===== src/rtl/fft_pkg.sv =====
// Shared definitions for the FFT weight path.
//   depth_of()    : number of twiddle words for a 2^npoint-point FFT
//   load_state_t  : state encoding of the weight load controller
package fft_pkg;

  typedef enum logic [1:0] {
    ST_IDLE = 2'd0,
    ST_LOAD = 2'd1,
    ST_FULL = 2'd2
  } load_state_t;

  // npoint stages, each needing 2^(npoint-1) twiddle words.
  function automatic int depth_of(input int npoint);
    return npoint * (1 << (npoint - 1));
  endfunction

endpackage


===== src/rtl/weight_load_ctrl.sv =====
// Load controller for the weight bank: FSM, word counter and length check.
// Ports:
//   i_clk, i_rst_n          clock, asynchronous active-low reset
//   i_din_valid, i_din_last input handshake valid and end-of-load marker
//   i_swap_req, i_clear     commit request and synchronous load abort
//   o_din_ready             ready half of the input handshake
//   o_wr_en, o_wr_idx       shadow-bank write strobe and slot index
//   o_commit                shadow -> active copy strobe (this edge)
//   o_word_cnt              words accepted in the current load
//   o_len_err               one-cycle pulse after a length mismatch
//   o_state                 current FSM state (debug)
// Handshake: a word transfers on a rising edge where o_din_ready and
// i_din_valid are both high; o_din_ready never depends on i_din_valid.
module weight_load_ctrl
  import fft_pkg::*;
#(
  parameter int DEPTH     = 12,
  parameter int CW        = 4,
  parameter int IW        = 4,
  parameter bit AUTO_SWAP = 1'b0
) (
  input  logic          i_clk,
  input  logic          i_rst_n,
  input  logic          i_din_valid,
  input  logic          i_din_last,
  input  logic          i_swap_req,
  input  logic          i_clear,
  output logic          o_din_ready,
  output logic          o_wr_en,
  output logic [IW-1:0] o_wr_idx,
  output logic          o_commit,
  output logic [CW-1:0] o_word_cnt,
  output logic          o_len_err,
  output logic [1:0]    o_state
);

  load_state_t   r_state, w_nxt_state;
  logic [CW-1:0] r_cnt, w_nxt_cnt;
  logic          r_len_err, w_nxt_len_err;
  logic          w_xfer;
  logic          w_at_end;

  assign w_xfer   = i_din_valid && (r_state != ST_FULL);
  assign w_at_end = (r_cnt == CW'(DEPTH - 1));

  always_ff @(posedge i_clk or negedge i_rst_n) begin
    if (!i_rst_n) begin
      r_state   <= ST_IDLE;
      r_cnt     <= '0;
      r_len_err <= 1'b0;
    end else begin
      r_state   <= w_nxt_state;
      r_cnt     <= w_nxt_cnt;
      r_len_err <= w_nxt_len_err;
    end
  end

  always_comb begin
    w_nxt_state   = r_state;
    w_nxt_cnt     = r_cnt;
    w_nxt_len_err = 1'b0;
    o_wr_en       = 1'b0;
    o_commit      = 1'b0;
    if (i_clear) begin
      // Abort wins over commit and over a transfer in the same cycle.
      w_nxt_state = ST_IDLE;
      w_nxt_cnt   = '0;
    end else begin
      case (r_state)
        ST_IDLE, ST_LOAD: begin
          if (w_xfer) begin
            // A load is good only if last appears exactly on the final slot.
            if (i_din_last != w_at_end) begin
              w_nxt_len_err = 1'b1;
              w_nxt_state   = ST_IDLE;
              w_nxt_cnt     = '0;
            end else begin
              o_wr_en     = 1'b1;
              w_nxt_cnt   = r_cnt + 1'b1;
              w_nxt_state = w_at_end ? ST_FULL : ST_LOAD;
            end
          end
        end
        ST_FULL: begin
          if (AUTO_SWAP || i_swap_req) begin
            o_commit    = 1'b1;
            w_nxt_state = ST_IDLE;
            w_nxt_cnt   = '0;
          end
        end
        default: begin
          w_nxt_state = ST_IDLE;
          w_nxt_cnt   = '0;
        end
      endcase
    end
  end

  assign o_din_ready = (r_state != ST_FULL);
  assign o_wr_idx    = r_cnt[IW-1:0];
  assign o_word_cnt  = r_cnt;
  assign o_len_err   = r_len_err;
  assign o_state     = r_state;

endmodule


===== src/rtl/weight_bank.sv =====
// Double-buffered twiddle weight bank. Words are loaded into a hidden shadow
// bank and copied in one step to the active bank that drives the FFT.
// Ports:
//   clk, rst_n                       clock, asynchronous active-low reset
//   din_valid/din_ready              input handshake (transfer = both high)
//   din_real, din_imag, din_last     weight word and end-of-load marker
//   swap_req, clear                  commit request, abort of pending load
//   weight_real, weight_imag         active bank, word k at [k*WIDTH +: WIDTH]
//   word_cnt                         words accepted in the current load
//   bank_valid                       active bank holds a committed load
//   swap_done, len_err               one-cycle status pulses
//   dbg_state                        load controller state (debug)
module weight_bank
  import fft_pkg::*;
#(
  parameter int NPOINT    = 3,
  parameter int WIDTH     = 16,
  parameter int AUTO_SWAP = 0,
  localparam int DEPTH    = depth_of(NPOINT),
  localparam int CW       = $clog2(DEPTH + 1)
) (
  input  logic                   clk,
  input  logic                   rst_n,
  input  logic                   din_valid,
  output logic                   din_ready,
  input  logic [WIDTH-1:0]       din_real,
  input  logic [WIDTH-1:0]       din_imag,
  input  logic                   din_last,
  input  logic                   swap_req,
  input  logic                   clear,
  output logic [DEPTH*WIDTH-1:0] weight_real,
  output logic [DEPTH*WIDTH-1:0] weight_imag,
  output logic [CW-1:0]          word_cnt,
  output logic                   bank_valid,
  output logic                   swap_done,
  output logic                   len_err,
  output logic [1:0]             dbg_state
);

  localparam int IW = (DEPTH > 1) ? $clog2(DEPTH) : 1;

  logic [WIDTH-1:0]       r_sh_real [DEPTH];
  logic [WIDTH-1:0]       r_sh_imag [DEPTH];
  logic [DEPTH*WIDTH-1:0] r_act_real, r_act_imag;
  logic                   r_bank_valid, r_swap_done;
  logic                   w_wr_en, w_commit;
  logic [IW-1:0]          w_wr_idx;

  weight_load_ctrl #(
    .DEPTH    (DEPTH),
    .CW       (CW),
    .IW       (IW),
    .AUTO_SWAP(AUTO_SWAP != 0)
  ) u_ctrl (
    .i_clk      (clk),
    .i_rst_n    (rst_n),
    .i_din_valid(din_valid),
    .i_din_last (din_last),
    .i_swap_req (swap_req),
    .i_clear    (clear),
    .o_din_ready(din_ready),
    .o_wr_en    (w_wr_en),
    .o_wr_idx   (w_wr_idx),
    .o_commit   (w_commit),
    .o_word_cnt (word_cnt),
    .o_len_err  (len_err),
    .o_state    (dbg_state)
  );

  // Shadow bank: indexed write, so each slot is written once per load.
  always_ff @(posedge clk or negedge rst_n) begin
    if (!rst_n) begin
      for (int k = 0; k < DEPTH; k++) begin
        r_sh_real[k] <= '0;
        r_sh_imag[k] <= '0;
      end
    end else if (w_wr_en) begin
      r_sh_real[w_wr_idx] <= din_real;
      r_sh_imag[w_wr_idx] <= din_imag;
    end
  end

  // Active bank only moves on a commit edge, so consumers see a stable set.
  always_ff @(posedge clk or negedge rst_n) begin
    if (!rst_n) begin
      r_act_real   <= '0;
      r_act_imag   <= '0;
      r_bank_valid <= 1'b0;
      r_swap_done  <= 1'b0;
    end else begin
      r_swap_done <= w_commit;
      if (w_commit) begin
        for (int k = 0; k < DEPTH; k++) begin
          r_act_real[k*WIDTH +: WIDTH] <= r_sh_real[k];
          r_act_imag[k*WIDTH +: WIDTH] <= r_sh_imag[k];
        end
        r_bank_valid <= 1'b1;
      end
    end
  end

  assign weight_real = r_act_real;
  assign weight_imag = r_act_imag;
  assign bank_valid  = r_bank_valid;
  assign swap_done   = r_swap_done;

endmodule


===== config.mk =====
export PLATFORM = sky130hd
export DESIGN_NAME = weight_bank
export DESIGN_NICKNAME = d
export VERILOG_FILES = /design/src/rtl/fft_pkg.sv /design/src/rtl/weight_load_ctrl.sv /design/src/rtl/weight_bank.sv
export SDC_FILE = /design/constraint.sdc
export NUM_CORES = 1
export LEC_CHECK = 0
export CAP_MARGIN = 20
export CELL_PAD_IN_SITES_DETAIL_PLACEMENT = 1
export CELL_PAD_IN_SITES_GLOBAL_PLACEMENT = 2
export CORE_ASPECT_RATIO = 2
export CORE_MARGIN = 3
export CORE_UTILIZATION = 25
export DETAILED_ROUTE_END_ITERATION = 16
export PLACE_DENSITY = 0.61
export SYNTH_ARGS = -nofsm -noshare
export SYNTH_HDL_FRONTEND = slang
export SYNTH_HIERARCHICAL = 1
export SYNTH_SLANG_ARGS = --single-unit

===== constraint.sdc =====
create_clock -name clk -period 4.1 [get_ports clk]
set_input_delay 0.82 -clock clk [delete_from_list [all_inputs] [get_ports clk]]
set_output_delay 0.82 -clock clk [all_outputs]
set_load 0.01 [all_outputs]

==> results.tsv <==
stage	metric	value	unit
cts	post_cts_buffers	0	
pwr	ir_drop	342	uV
critical_path	slowest_stage	dfrtp_1	
status	status	completed	
critical_path	crit_type	reg2reg	
cts	cts_tree	yes	
cts	insertion_delay	650	ps
synth	synth_edf_count	0	
pwr	internal_power	12.4	mW
synth	synth_fa_ha_area_share	0.128	%
synth	yosys_most_used_dff	dfrtp_1	
placement	port_buffers	431	
worst_hold_path	hold_path_class	in2async	
synth	synth_top_family_by_area	multiplexers	
drt	routed_wl	87.7	mm
critical_path	critical-path-max-stage-delay	660	ps
floorplan	die_x	248	um
cts	cts_resized	0	
drt	wire_per_inst	23.4	um
sta	fin_skew	23.5	ps
finish	area_delta_synth_final	30.4	%
cts	htreeDepth	3	
drt	drt_iter0_drc	536	
synth	synth_xor_area_share	0	%
grt	grt_pass1_vias	18300	
synth	synth_area_leader_cell	dfrtp_1	
sta	max_freq	295	MHz
critical_path	start_kind	flip-flop	
finish	layout.cells.non_filler	3742	
critical_path	r2r-start	u_ctrl/o_word_cnt[1]	
synth	muxShareOfSynthArea	30.3	%
placement	gp_congestion	0.734	
cts	clkSlewWorstSetupHoldPaths	60	ps
floorplan	io_pins	432	
floorplan	start_util	25.2	%
synth	yosysSeqAreaShare	66.4	%
cts	hold_buffers	0	
synth	ys_top_cells_by_count	dfrtp_1 (777), mux2_2 (698), buf_2 (66)	
critical_path	crit_chain	ha_1 -> nand3_1 -> ha_1 -> nor4b_2 -> buf_4 -> nand3b_4 -> or3_2 -> buf_4 -> mux2_4	
placement	dp_slack	408	ps
grt	grt_usage	14.5	%
synth	synthSimpleGateAreaFrac	0.854	%
pwr	switching_share	22.3	%
critical_path	cp_max_fo	16	
pwr	p_clk_share	46.1	%
sta	fin_crit_sh	82.6	%
critical_path	crit_arrival	3900	ps
placement	dp.cells	3602	
sta	worst_slack	712	ps
pwr	p_leak	18.4	nW
cts	cts_root_buffer	clkbuf_16	
pwr	power_density	417	mW/mm^2
finish	nFillCells	11900	
placement	dp_hpwl	59.9	mm
grt	grt_antenna_before_repair	6	
grt	grt-ovfl-total	0	
critical_path	worst-r2r-cell-count	9	
critical_path	cp.required	4610	ps
cts	cts_buffers	76	
synth	synth_warnings	6	
floorplan	rows	177	
floorplan	die_h	490	um
grt	grt_max_degree	119	
sta	hold_violations	0	
pwr	switchingPower	3.56	mW
synth	synth_compound_area_share	0.205	%
critical_path	cp-startpoint	u_ctrl/o_word_cnt[1]	
synth	synth.area.top_cells	dfrtp_1 (66%), mux2_2 (27%), mux2_4 (3.1%)	
sta	worst_slew_pin_slew	1070	ps
finish	num-nets-final	2200	
drt	vias	16100	
synth	synth_top_cell_area_share	66.4	%
critical_path	critPathCapture	r_sh_real[61]	
pwr	combPwrFrac	3.9	%
floorplan	fp.coreArea	0.116	mm^2
pwr	p_seq_share	50.1	%
sta	setup_viol	0	
critical_path	cp-end-kind	flip-flop	
floorplan	die-area	0.122	mm^2
grt	grt_pass1_wl	129	mm
cts	cts_buffer_depth	3	
synth	syn_area_per_cell	17.1	um^2
cts	cts.sink_count	777	
sta	maxSlewViolCount	0	
sta	tns	0	ps
synth	ys_ff_latch	777	
drt	drc	0	
critical_path	reg2reg_to	r_sh_real[61]	
drt	ant_nets	0	
drt	vias_per_cell	4.29	
synth	async_reset_ff_share	100	%
sta	rsz0062_at_grt	false	
sta	finalCriticalPeriod	3390	ps
sta	slew-limit-headroom	28.2	%
drt	dr.pass1.iters	4	
finish	drive_gt1_share	43.3	%
synth	ys_types	33	
synth	synth_fp_nets	1756	
synth	synth.most_common_cell	dfrtp_1	
critical_path	r2r_slack	710	ps
synth	synth_area	0.0293	mm^2
synth	netlist_instances	1715	
run	maxCapViolCount	0	
-- worst min-delay path by stage --
stage,from,endpoint
finish,rst_n,weight_real[186]
CTS,rst_n,weight_real[186]
global placement,bank_valid,bank_valid
detailed placement,bank_valid,bank_valid
global route,rst_n,weight_real[186]
floorplan,r_sh_imag[22],r_sh_imag[22]
-- placed cells by master, fill, tap and decap left out, types with 5 or more instances in the layout --
cell,count
dfrtp_1,777
mux2_2,698
clkdlybuf4s50_1,427
clkbuf_16,78
mux2_4,60
buf_4,36
buf_12,19
clkbuf_8,17
clkinv_2,15
clkbuf_1,13
mux2_1,11
bufinv_16,7
nor2_4,6
inv_6,5
-- layer usage --
metal | GRT usage (%) | routed length [um]
met2 | 27.0 | 47800
met5 | 0 | 0
met3 | 3.64 | 5540
met4 | 4.75 | 2270
met1 | 15.8 | 32100
-- cell families (layout without fill, tap and decap cells) --
kind of cell	count (synthesis)	after routing
flip-flops	777	777
multiplexers	769	769
buffers and inverters	124	629
AND/OR/NAND/NOR	35	35
AO/OA/AOI/OAI	7	7
adder cells (fa/ha/maj)	3	3
other	0	1
-- power by group through the flow --
| stage | sequential, mW | combinational [mW] | clock, mW |
|---|---|---|---|
| 2_1_floorplan | 8.08 | 0.246 | 0 |
| 3_3_place_gp | 8.10 | 0.624 | 0 |
| 3_5_place_dp | 8.12 | 0.650 | 0 |
| 4_1_cts | 7.97 | 0.651 | 7.67 |
| 5_1_grt | 7.99 | 0.683 | 7.99 |
| 6_report | 7.98 | 0.614 | 7.33 |
-- worst max-delay path, delay by kind of cell (launching register included) --
family | cells | cell delay, ps
and+or+nand+nor | 4 | 1050
adders and majority gates | 2 | 680
DFF | 1 | 660
buffers and inverters | 2 | 510
muxes | 1 | 330
-- per-stage QoR --
stage,hold WS (ps),instance area [um^2],total power [mW],util [%]
floorplan,452,29300,8.32,-
global placement,453,35600,8.73,30.6
detailed placement,449,35600,8.77,30.6
CTS,93.3,38200,16.3,32.9
global route,103,38200,16.7,32.9
finish,105,38200,15.9,32.9
-- layout make-up --
class	count	area [um^2]	area share (%)
tap	1521	1900	4.98
clock buffer	108	2230	5.85
multi-input combinational	814	9290	24.3
sequential	777	19400	50.9
timing repair buffer	486	4950	13.0
inverter	4	15.0	0.0393
clock inverter	31	370	0.969
antenna	1	2.50	0.00655
-- registers in the layout, summed over array words and instances, names as in the netlist --
signal	cells
bank_valid	1
r_sh_imag	192
r_sh_real	192
swap_done	1
u_ctrl/o_len_err	1
u_ctrl/o_state	2
u_ctrl/o_word_cnt	4
weight_imag	192
weight_real	192
No activity file was read; power rests on OpenSTA's default activity.
